## src/rtl/microseq_pkg.sv

```systemverilog
// microseq_pkg: shared widths, selector codes, opcode/funct constants and state map
package microseq_pkg;
  localparam int STATE_W = 7;
  typedef logic [STATE_W-1:0] state_t;
  typedef enum logic [2:0] {
    N_ENC   = 3'b000,
    N_FETCH = 3'b001,
    N_JUMP  = 3'b010,
    N_CJMP  = 3'b011,
    N_CENC  = 3'b100,
    N_INC   = 3'b101,
    N_WAIT  = 3'b110,
    N_RESET = 3'b111
  } n_sel_t;
  typedef enum logic [1:0] {
    S_MOC  = 2'b00,
    S_COND = 2'b01,
    S_ZERO = 2'b10,
    S_ONE  = 2'b11
  } s_sel_t;
  localparam logic [5:0] OP_RTYPE = 6'b000000;
  localparam logic [5:0] OP_LW    = 6'b100011;
  localparam logic [5:0] OP_SW    = 6'b101011;
  localparam logic [5:0] OP_BEQ   = 6'b000100;
  localparam logic [5:0] OP_ADDI  = 6'b001000;
  localparam logic [5:0] OP_J     = 6'b000010;
  localparam logic [5:0] FN_ADD   = 6'b100000;
  localparam logic [5:0] FN_SUB   = 6'b100010;
  localparam logic [5:0] FN_AND   = 6'b100100;
  localparam state_t ST_ADD  = 7'd10;
  localparam state_t ST_SUB  = 7'd11;
  localparam state_t ST_AND  = 7'd12;
  localparam state_t ST_ADDI = 7'd14;
  localparam state_t ST_LW   = 7'd20;
  localparam state_t ST_SW   = 7'd24;
  localparam state_t ST_BEQ  = 7'd30;
  localparam state_t ST_J    = 7'd34;
  localparam state_t RESET_ST = 7'd0;
  localparam state_t FETCH_ST = 7'd1;
  localparam state_t TRAP_ST  = 7'd126;
endpackage

```

## src/rtl/opcode_state_encoder.sv

```systemverilog
// opcode_state_encoder: maps opcode/funct to a microroutine entry state; hit=0 on a miss
module opcode_state_encoder
  import microseq_pkg::*;
(
  input  logic [5:0] opcode,
  input  logic [5:0] funct,
  output state_t     state,
  output logic       hit
);
  always_comb begin
    state = FETCH_ST;
    hit   = 1'b1;
    case (opcode)
      OP_RTYPE: state = funct == FN_ADD ? ST_ADD :
                        funct == FN_SUB ? ST_SUB :
                        funct == FN_AND ? ST_AND : FETCH_ST;
      OP_LW:    state = ST_LW;
      OP_SW:    state = ST_SW;
      OP_BEQ:   state = ST_BEQ;
      OP_ADDI:  state = ST_ADDI;
      OP_J:     state = ST_J;
      default:  hit = 1'b0;
    endcase
    if (opcode == OP_RTYPE && funct != FN_ADD && funct != FN_SUB && funct != FN_AND) hit = 1'b0;
  end
endmodule

```

## src/rtl/microprogram_sequencer.sv

```systemverilog
// microprogram_sequencer: next-microstate logic and state/incrementer registers.
// MSEQ_ILLEGAL_TRAP_EN routes encoder misses to TRAP_STATE and pulses illegal_op.
module microprogram_sequencer
  import microseq_pkg::*;
#(
  parameter int                 STATE_W     = microseq_pkg::STATE_W,
  parameter logic [STATE_W-1:0] RESET_STATE = STATE_W'(RESET_ST),
  parameter logic [STATE_W-1:0] FETCH_STATE = STATE_W'(FETCH_ST),
  parameter logic [STATE_W-1:0] TRAP_STATE  = STATE_W'(TRAP_ST)
) (
  input  logic               clk,
  input  logic               reset_n,
  input  logic [2:0]         N,
  input  logic [1:0]         S,
  input  logic               Inv,
  input  logic               IncRld,
  input  logic [STATE_W-1:0] CR,
  input  logic [5:0]         opcode,
  input  logic [5:0]         funct,
  input  logic               MOC,
  input  logic               cond,
  input  logic               zero,
  output logic [STATE_W-1:0] curState,
  output logic               illegal_op
);
  logic [STATE_W-1:0] cur_q, cur_d, inc_q, inc_d, enc_nxt;
  state_t             enc_state;
  logic               hit, c;

  opcode_state_encoder u_enc (
    .opcode (opcode),
    .funct  (funct),
    .state  (enc_state),
    .hit    (hit)
  );

  assign c = (S == S_MOC  ? MOC  :
              S == S_COND ? cond :
              S == S_ZERO ? zero : 1'b1) ^ Inv;
`ifdef MSEQ_ILLEGAL_TRAP_EN
  logic illegal_q, illegal_d;
  assign enc_nxt    = hit ? STATE_W'(enc_state) : TRAP_STATE;
  // pulse only when the trap is first entered, not while re-trapping from it
  assign illegal_d  = !hit && (N == N_ENC || (N == N_CENC && !c)) && cur_q != TRAP_STATE;
  assign illegal_op = illegal_q;
  always_ff @(posedge clk or negedge reset_n)
    if (!reset_n) illegal_q <= 1'b0;
    else illegal_q <= illegal_d;
`else
  assign enc_nxt    = hit ? STATE_W'(enc_state) : FETCH_STATE;
  assign illegal_op = 1'b0;
`endif

  always_comb begin
    cur_d = cur_q;
    case (N)
      N_ENC:   cur_d = enc_nxt;
      N_FETCH: cur_d = FETCH_STATE;
      N_JUMP:  cur_d = CR;
      N_CJMP:  cur_d = c ? CR : inc_q;
      N_CENC:  cur_d = c ? CR : enc_nxt;
      N_INC:   cur_d = inc_q;
      N_WAIT:  cur_d = c ? inc_q : cur_q;
      default: cur_d = RESET_STATE;
    endcase
    inc_d = IncRld ? cur_d + 1'b1 : inc_q;
  end

  always_ff @(posedge clk or negedge reset_n)
    if (!reset_n) begin
      cur_q <= RESET_STATE;
      inc_q <= RESET_STATE + 1'b1;
    end else begin
      cur_q <= cur_d;
      inc_q <= inc_d;
    end

  assign curState = cur_q;
endmodule

```

## config.mk

```make
export PLATFORM = sky130hd
export DESIGN_NAME = microprogram_sequencer
export DESIGN_NICKNAME = d
export VERILOG_FILES = /design/src/rtl/microseq_pkg.sv /design/src/rtl/opcode_state_encoder.sv /design/src/rtl/microprogram_sequencer.sv
export SDC_FILE = /design/constraint.sdc
export NUM_CORES = 1
export LEC_CHECK = 0
export ABC_AREA = 1
export BUFFER_PORTS_ARGS = -buffer_cell sky130_fd_sc_hd__buf_2
export CORE_UTILIZATION = 48
export DETAILED_ROUTE_END_ITERATION = 8
export PLACE_DENSITY = 0.73
export SYNTH_ARGS = -nofsm -noshare
export SYNTH_HDL_FRONTEND = slang
export SYNTH_SLANG_ARGS = --single-unit
export TNS_END_PERCENT = 20
```

## constraint.sdc

```tcl
create_clock -name clk -period 2 [get_ports clk]
set_input_delay 0.2 -clock clk [delete_from_list [all_inputs] [get_ports clk]]
set_output_delay 0.2 -clock clk [all_outputs]
set_load 0.05 [all_outputs]
```

==> impl_metrics.py, run 1 <==
metrics = {
    "outcome": {
        "status": "finished, final reports clean",
    },
    "placed_design": {
        "placed_cells": 346,
        "io_buffers": 37,
        "dp_hpwl_um": 3100,
        "gp_congestion": 0.876,
    },
    "global_route": {
        "overflow": 0,
        "grt_pass1_wl_um": 6340,
        "use_met3_pct": 1.32,
        "busiest_layer": "met2",
        "grt_use_met2_pct": 43.7,
        "grt_pass1_vias": 1503,
        "grt_use_met1_pct": 30.0,
        "grt_max_degree": 15,
        "grtUsageTotal_pct": 23.9,
        "antenna_found_initial": 0,
    },
    "worst_setup_path": {
        "end_kind": "flip-flop",
        "rr_worst_depth": 10,
        "required_ps": 2170,
        "timing.critical_path.mode_cell": "inv_1",
        "critPathTopFamily": "simple AND/OR/NAND/NOR gates",
        "critPathLaunchType": "input pin",
        "ff2ff_setup_slack_ps": 380,
        "cpPeakStageDelay_ps": 250,
        "critPathSlowestCell": "ha_1",
        "crit_type": "input pin to flip-flop",
        "worst-path-max-fanout": 4,
        "r2r_start": "inc_q[0]",
        "timing.rr.end": "inc_q[2]",
        "cp_data_arrival_time_ps": 1850,
        "cp_num_buf_inv": 4,
        "worstPathCellList": "buf_2 > inv_2 > nand2_2 > nand3_4 > nand3_2 > nand3_1 > nand2_1 > o21bai_1 > a21oi_2 > inv_1 > ha_1 > inv_1 > xor2_1 > o21ai_0",
    },
    "worst_hold_path": {
        "hp-start": "CR[0]",
        "hold_end": "curState[0]",
        "hold_class": "input pin to flip-flop",
        "min_path_cells": 3,
    },
    "timing": {
        "period_needed_ps": 1680,
        "finalMaxSlewViolations": 0,
        "post-route-period-util_pct": 83.8,
        "hold_ws_ps": 180,
        "tns_ps": 0,
        "finClkSkew_ps": 2.72,
        "max_freq_ghz": 0.597,
        "hold_viol_final": 0,
        "rsz0062_at_grt": "false",
        "finalSetupViolCount": 0,
    },
    "route": {
        "drtAntennaViolNets": 0,
        "drcViolationCount": 0,
        "num_vias": 1685,
        "drtIter0Drc": 81,
        "vias_per_cell": 4.80,
        "routedWlPerCell_um": 10.5,
        "wl_um": 3680,
        "drtPass1Iterations": 4,
    },
    "cells_and_area": {
        "stdcell_count": 351,
        "utilization_pct": 62.5,
        "diodes": 0,
        "layout-drive-gt1-share_pct": 28.0,
        "syn_to_final_growth_pct": 22.6,
        "layout.nets": 340,
    },
    "cts": {
        "cts_tree": "done",
        "clk_path_buf_depth": 2,
        "cts_made_buffers": 3,
        "ctsResizeCount": 0,
        "post_cts_buffers": 0,
        "clock_latency_ps": 280,
        "cts.sinks": 14,
        "clk_pin_slew_worst_paths_ps": 80,
        "cts_hold_buf": 1,
        "ctsRootBufferMaster": "clkbuf_4",
        "h-tree-depth": 1,
    },
    "power": {
        "p_per_area_nw_per_um2": 510,
        "ir_drop_uv": 342,
        "leakagePower_uw": 0.00112,
    },
    "synthesis": {
        "synth_area_per_cell_um2": 6.10,
        "syn-instance-count": 255,
        "syn-cell-area_um2": 1560,
        "ys.warnings.count": 0,
        "yosys.area.top_type": "dfrtp_1",
        "yosysSeqAreaShare_pct": 22.6,
        "syn_nets": 287,
        "synthTopCellsByArea": "dfrtp_1, nand2_1, nand3_1",
        "synth-async-reset-ratio_pct": 100,
        "yosysMostFrequentCell": "nand2_1",
        "ys_ff_latch": 14,
        "yosys-top-cells-count": "nand2_1, inv_1, nand3_1",
        "synth-edff-count": 0,
        "synth_top_area_share_pct": 20.9,
        "synthDistinctLibCells": 29,
        "yosys_most_used_dff": "dfrtp_1",
    },
    "floorplanning": {
        "design.die.area_um2": 3470,
        "placementRows": 20,
        "ios": 39,
        "die_x_um": 58.9,
        "core_area_um2": 3050,
        "die_h_um": 58.9,
        "start_util_pct": 51.0,
    },
    "run": {
        "cap_violations": 0,
    },
}
## logic make-up after synthesis
kind of cell | after synthesis | share of synthesized area [%]
other | 1 | 0.241
DFF | 14 | 22.6
adders and majority gates | 1 | 0.804
buffers and inverters | 52 | 13.3
xor gates and xnor gates | 1 | 0.563
AOI/OAI and AO/OA | 18 | 7.23
and+or+nand+nor | 168 | 55.3
## registers in the layout (all words and copies together), names as in the netlist
| register | count |
|---|---|
| curState | 7 |
| inc_q | 7 |
## worst min-delay path, delay by kind of cell
family | cells | cell delay, ps
AO/OA/AOI/OAI | 1 | 60
buffers and inverters | 2 | 160
## report_power, final
group	internal (uW)	switching [uW]
sequential	328	25.2
combinational	153	300
clock	77.6	89.1
total	558	414
## routing by layer
| metal | part of all wire (%) | routed length [um] |
|---|---|---|
| met4 | 1.4 | 51 |
| met5 | 0 | 0 |
| met3 | 2.9 | 106 |
| met1 | 45 | 1660 |
| met2 | 51 | 1860 |
## through the flow
stage / instance area [um2] / total power [uW] / worst slack, ps
floorplan: 1560 / 671 / 158
finish: 1910 / 973 / 324
detailed placement: 1870 / 810 / 16.9
CTS: 1910 / 977 / 317
global route: 1910 / 1050 / 114
global placement: 1870 / 803 / 103
## cells in the final DEF (no fill, tap or decap), types with 2 or more instances in the layout
cell type,Yosys,final
nand2_1,69,69
inv_1,47,47
buf_2,0,37
nand3_1,36,36
nor2_1,28,28
dfrtp_1,13,13
buf_4,3,13
nand2_2,9,9
o21ai_0,8,8
nand2_4,6,6
nor2_2,5,5
nand3_2,4,4
nand4_1,3,3
a22oi_1,3,3
o21bai_1,3,3
clkbuf_4,0,3
inv_2,2,2
nand3_4,2,2
nand3b_1,2,2
## cell type report
class	instances	area (um2)
Sequential cell	14	352
Timing Repair Buffer	51	293
Inverter	49	184
Tap cell	44	55.1
Multi-Input combinational cell	189	998
Fill cell	318	1140
Clock buffer	4	26.3
## worst max path at each step
| stage | endpoint | start | depth (start not counted) |
|---|---|---|---|
| 2_1_floorplan | inc_q[2] | S[0] | 13 |
| 3_3_place_gp | inc_q[2] | opcode[5] | 14 |
| 3_5_place_dp | inc_q[2] | S[0] | 14 |
| 4_1_cts | inc_q[2] | S[0] | 14 |
| 5_1_grt | inc_q[4] | opcode[2] | 15 |
| 6_report | inc_q[2] | S[0] | 14 |
Power figures use the tool's default switching activity.
==> run 2, diff against run 1 <==
--- a/config.mk
+++ b/config.mk
@@ -5,11 +5,11 @@
 export SDC_FILE = /design/constraint.sdc
 export NUM_CORES = 1
 export LEC_CHECK = 0
-export ABC_AREA = 1
+export ABC_AREA = 0
 export BUFFER_PORTS_ARGS = -buffer_cell sky130_fd_sc_hd__buf_2
-export CORE_UTILIZATION = 48
+export CORE_UTILIZATION = 46
 export DETAILED_ROUTE_END_ITERATION = 8
-export PLACE_DENSITY = 0.73
+export PLACE_DENSITY = 0.76
 export SYNTH_ARGS = -nofsm -noshare
 export SYNTH_HDL_FRONTEND = slang
 export SYNTH_SLANG_ARGS = --single-unit
==> constraint.sdc (replaced) <==
create_clock -name clk -period 1.46 [get_ports clk]
set_input_delay 0.146 -clock clk [delete_from_list [all_inputs] [get_ports clk]]
set_output_delay 0.146 -clock clk [all_outputs]
set_load 0.05 [all_outputs]
==> impl_metrics.py, run 2 <==
metrics = {
    "cts": {
        "clock_latency_ps": 280,
        "cts_tree": "done",
        "ctsRootBufferMaster": "clkbuf_4",
        "clk_pin_slew_worst_paths_ps": 80,
        "cts_made_buffers": 3,
        "cts.sinks": 14,
        "clk_path_buf_depth": 2,
        "h-tree-depth": 1,
    },
    "worst_setup_path": {
        "cp_data_arrival_time_ps": 2400,
        "crit_type": "input pin to flip-flop",
        "worst-path-max-fanout": 4,
        "critPathLaunchType": "input pin",
        "end_kind": "flip-flop",
        "required_ps": 1630,
    },
    "placed_design": {
        "io_buffers": 37,
        "gp_congestion": 0.971,
        "dp_hpwl_um": 2800,
        "placed_cells": 233,
    },
    "global_route": {
        "overflow": 0,
        "grt_pass1_wl_um": 5910,
        "grt_pass1_vias": 1425,
        "busiest_layer": "met2",
        "grtUsageTotal_pct": 28.4,
        "grt_use_met1_pct": 31.3,
        "grt_use_met2_pct": 54.9,
        "use_met3_pct": 1.41,
        "antenna_found_initial": 0,
        "grt_max_degree": 15,
    },
    "floorplanning": {
        "start_util_pct": 49.4,
        "ios": 39,
        "placementRows": 18,
        "die_x_um": 53.8,
        "die_h_um": 53.8,
        "design.die.area_um2": 2900,
        "core_area_um2": 2500,
    },
    "cells_and_area": {
        "layout.nets": 247,
        "syn_to_final_growth_pct": 51.7,
        "layout_common_cells": "buf_2, buf_4, dfrtp_1",
        "stdcell_count": 244,
        "layout_commonest_cell": "buf_2",
        "layout-drive-gt1-share_pct": 51.9,
        "nFillCells": 167,
        "diodes": 0,
    },
    "power": {
        "p_sw_uw": 528,
        "share_clk_of_total_power_pct": 19.4,
        "p_per_area_nw_per_um2": 767,
        "comb_power_share_pct": 46.0,
        "ir_drop_uv": 717,
        "sequentialPowerShare_pct": 34.5,
        "leakagePower_uw": 0.000897,
        "p_sw_share_pct": 36.7,
        "power.internal_uw": 910,
    },
    "synthesis": {
        "yosys-top-cells-count": "dfrtp_1, nand2_1, inv_1, nand3_1, o21ai_0",
        "synth-edff-count": 0,
        "yosys.area.top_type": "dfrtp_1",
        "synth_top_area_share_pct": 26.3,
        "ys_ff_latch": 14,
        "synthTopCellsByArea": "dfrtp_1, mux2_2, nand2_1",
        "ys.warnings.count": 0,
        "synth_area_per_cell_um2": 8.64,
        "syn_nets": 175,
        "synthDistinctLibCells": 58,
        "syn-instance-count": 143,
        "syn-cell-area_um2": 1240,
        "synth-async-reset-ratio_pct": 100,
        "yosysSeqAreaShare_pct": 28.4,
        "yosys_most_used_dff": "dfrtp_1",
    },
    "outcome": {
        "status": "complete, but fails checks",
        "failed_checks": "setup timing",
    },
    "run": {
        "cap_violations": 0,
    },
    "route": {
        "drtAntennaViolNets": 0,
        "routedWlPerCell_um": 15.7,
        "drtIter0Drc": 47,
        "vias_per_cell": 6.06,
        "wl_um": 3840,
        "num_vias": 1478,
        "drcViolationCount": 0,
        "drtPass1Iterations": 4,
    },
    "worst_hold_path": {
        "hold_class": "input pin to flip-flop",
    },
    "timing": {
        "finalSetupViolCount": 14,
        "max_freq_ghz": 0.448,
        "post-route-period-util_pct": 153,
        "finClkSkew_ps": 3.11,
        "hold_viol_final": 0,
        "finalMaxSlewViolations": 0,
        "period_needed_ps": 2230,
        "fin_ws_ps": -770,
        "rsz0062_at_grt": "true",
        "hold_ws_ps": 198,
    },
}
[run 2: worst paths after layout]
check                              end  cells after the start       from  slack, ps
min reg2reg                   inc_q[0]                      2   inc_q[0]        500
max reg2reg                   inc_q[6]                      9   inc_q[0]       -580
max in group asynchronous     inc_q[0]                      2    reset_n        900
min in group asynchronous  curState[4]                      2    reset_n        280
max                           inc_q[6]                     12  opcode[3]       -770
min                        curState[3]                      2      CR[3]        200
[run 2: critical path, cell delays in order]
cell and delay, ps:
buf_2 130, nor3_4 270, o21ai_4 90, a311o_1 280, a2111oi_2 340, a2111o_1 180, ha_2 210, inv_2 50
a31oi_1 150, nand4_1 130, xnor2_1 160, mux2_4 260
[run 2: logic make-up (layout without fill, tap and decap cells)]
kind of cell    count (synthesis)  after routing  synth area share, %
buf+inv                        15             86                 5.57
compound gates                 42             42                 26.4
fa+ha+maj                       1              1                 1.01
simple gates                   54             54                 24.5
mux                            11             11                 10.2
flops                          14             14                 28.4
other cells                     1              1                0.303
xor+xnor                        5              5                 3.54
[run 2: layout make-up]
cell class	instances	area, um2	share of cell area [%]
well taps	30	37.5	2.00
inverters	8	30.0	1.60
flip-flops and latches	14	352	18.7
repair buffers	74	483	25.8
multi-input cells	114	937	50.0
clock buffers	4	36.3	1.93
[run 2: through the flow]
step / util (%) / cell area, um2 / TNS, ps / worst slack [ps] / total power (uW)
detailed placement: 67.4 / 1680 / -10170 / -1100 / 1090
CTS: 74.7 / 1870 / -5210 / -719 / 1430
finish: 75.0 / 1880 / -5740 / -770 / 1440
global placement: 67.4 / 1680 / -9590 / -1030 / 1070
floorplan: - / 1280 / -5760 / -852 / 844
global route: 75.0 / 1880 / -6570 / -867 / 1510
[run 2: timing repair]
action / CTS / global route
resized for setup: 19 / 2
setup buffers: 7 / 0
cloned: 0 / 0
pin swaps: 16 / 1
hold endpoints to repair: 13 / 0
hold buffers: 1 / 0
setup endpoints to repair: 14 / 14
[run 2: metal layers]
metal / up-vias / part of all wire [%]
li1: 695 / -
met1: 712 / 39
met2: 63 / 54
met3: 8 / 5.4
met4: 0 / 1.1
met5: - / 0
[run 2: power groups by stage]
stage	sequential, uW	clock, uW	combinational, uW
after floorplan	588	0	256
after global placement	499	0	575
after detailed placement	503	0	588
after CTS	496	284	649
after global routing	505	300	707
final	496	280	662
==> run 3, diff against run 2 <==
--- a/config.mk
+++ b/config.mk
@@ -6,10 +6,12 @@
 export NUM_CORES = 1
 export LEC_CHECK = 0
 export ABC_AREA = 0
+export ABC_CLOCK_PERIOD_IN_PS = 1460
 export BUFFER_PORTS_ARGS = -buffer_cell sky130_fd_sc_hd__buf_2
 export CORE_UTILIZATION = 46
 export DETAILED_ROUTE_END_ITERATION = 8
 export PLACE_DENSITY = 0.76
+export SKIP_LAST_GASP = 1
 export SYNTH_ARGS = -nofsm -noshare
 export SYNTH_HDL_FRONTEND = slang
 export SYNTH_SLANG_ARGS = --single-unit
==> impl_metrics.py, run 3 (synthesized netlist as in run 2, its figures left out) <==
metrics = {
    "timing": {
        "fin_ws_ps": -776,
        "post-route-period-util_pct": 153,
        "finalSetupViolCount": 14,
        "hold_ws_ps": 202,
        "period_needed_ps": 2240,
        "hold_viol_final": 0,
        "finalMaxSlewViolations": 0,
        "max_freq_ghz": 0.447,
        "finClkSkew_ps": 1.28,
        "rsz0062_at_grt": "true",
    },
    "global_route": {
        "overflow": 0,
        "grt_max_degree": 15,
        "grt_pass1_vias": 1426,
        "grtUsageTotal_pct": 28.4,
        "antenna_found_initial": 0,
        "grt_pass1_wl_um": 5910,
    },
    "cells_and_area": {
        "layout.nets": 247,
        "layout_commonest_cell": "buf_2",
        "diodes": 0,
        "layout-drive-gt1-share_pct": 51.9,
        "design_area_um2": 1870,
        "layout_common_cells": "buf_2, buf_4, dfrtp_1",
        "syn_to_final_growth_pct": 51.1,
    },
    "route": {
        "num_vias": 1451,
        "wl_um": 3820,
        "drtAntennaViolNets": 0,
        "drcViolationCount": 0,
        "vias_per_cell": 5.95,
        "drtPass1Iterations": 4,
        "routedWlPerCell_um": 15.7,
        "drtIter0Drc": 56,
    },
    "power": {
        "p_per_area_nw_per_um2": 765,
        "ir_drop_uv": 709,
        "leakagePower_uw": 0.000896,
    },
    "floorplanning": {
        "die_h_um": 53.8,
        "ios": 39,
        "design.die.area_um2": 2900,
        "start_util_pct": 49.4,
        "placementRows": 18,
        "die_x_um": 53.8,
        "core_area_um2": 2500,
    },
    "cts": {
        "clk_pin_slew_worst_paths_ps": 80,
        "cts.sinks": 14,
        "cts_tree": "done",
        "clk_path_buf_depth": 2,
        "ctsRootBufferMaster": "clkbuf_4",
        "clock_latency_ps": 280,
        "cts_made_buffers": 3,
        "h-tree-depth": 1,
    },
    "worst_setup_path": {
        "required_ps": 1630,
        "critPathLaunchType": "input pin",
        "crit_type": "input pin to flip-flop",
        "end_kind": "flip-flop",
        "cp_data_arrival_time_ps": 2400,
        "worst-path-max-fanout": 8,
    },
    "placed_design": {
        "io_buffers": 37,
        "dp_hpwl_um": 2800,
        "postPlaceCellArea_um2": 1680,
        "gp_congestion": 0.971,
    },
    "worst_hold_path": {
        "hold_class": "input pin to flip-flop",
    },
    "outcome": {
        "status": "complete, but fails checks",
        "failed_checks": "setup timing",
    },
    "run": {
        "cap_violations": 0,
    },
}
==> run 3: per-stage QoR <==
| step | total power [uW] | TNS, ps | instances | util (%) | setup slack (ps) |
|---|---|---|---|---|---|
| finish | 1430 | -5820 | 244 | 74.7 | -776 |
| floorplan | 844 | -5760 | 143 | - | -852 |
| CTS | 1430 | -5260 | 244 | 74.7 | -719 |
| global placement | 1070 | -9590 | 233 | 67.4 | -1030 |
| detailed placement | 1090 | -10170 | 233 | 67.4 | -1100 |
| global route | 1510 | -6650 | 244 | 74.7 | -864 |
==> run 3: final timing paths <==
check                      slack [ps]  cells after the start      from          end
max reg2reg                      -580                      9  inc_q[0]     inc_q[6]
min reg2reg                       520                      1  inc_q[2]     inc_q[2]
max                              -780                     12      S[1]     inc_q[6]
min in group asynchronous         280                      2   reset_n     inc_q[3]
max in group asynchronous         890                      2   reset_n     inc_q[0]
min                               200                      2     CR[3]  curState[3]
==> run 3: timing repair <==
item / in CTS / in global routing
pin swaps: 15 / 0
setup endpoints to repair: 14 / 14
resized for setup: 18 / 0
hold buffers: 1 / 0
hold endpoints to repair: 13 / 0
setup buffers: 7 / 0
==> run 3: where the power goes <==
part	total, uW	leakage, uW	internal (uW)	switching [uW]
combinational	658	0.000696	300	358
sequential	496	0.000178	457	39.4
clock	274	0.0000210	152	123
==> run 3: layout make-up <==
| class | instances | area [um2] |
|---|---|---|
| multi-input combinational | 114 | 930 |
| fill | 168 | 632 |
| timing repair buffer | 74 | 483 |
| sequential | 14 | 352 |
| tap | 30 | 37.5 |
| clock buffer | 4 | 36.3 |
| inverter | 8 | 30.0 |
==> run 3: critical path: stages <==
cell	delay, ps
buf_2	130
and4bb_2	250
a21oi_4	270
a31oi_2	160
a21o_2	220
a2111o_1	430
ha_2	220
inv_2	60
a31oi_1	40
nand4_1	110
xnor2_1	90
mux2_4	260
==> run 3: per-layer routing <==
layer | up-vias | global-route usage [%] | share of wire [%]
met4 | 0 | 12.7 | 0.86
met3 | 8 | 1.41 | 6.0
met2 | 65 | 54.9 | 54
met5 | - | 0 | 0
li1 | 691 | - | -
met1 | 687 | 31.3 | 39
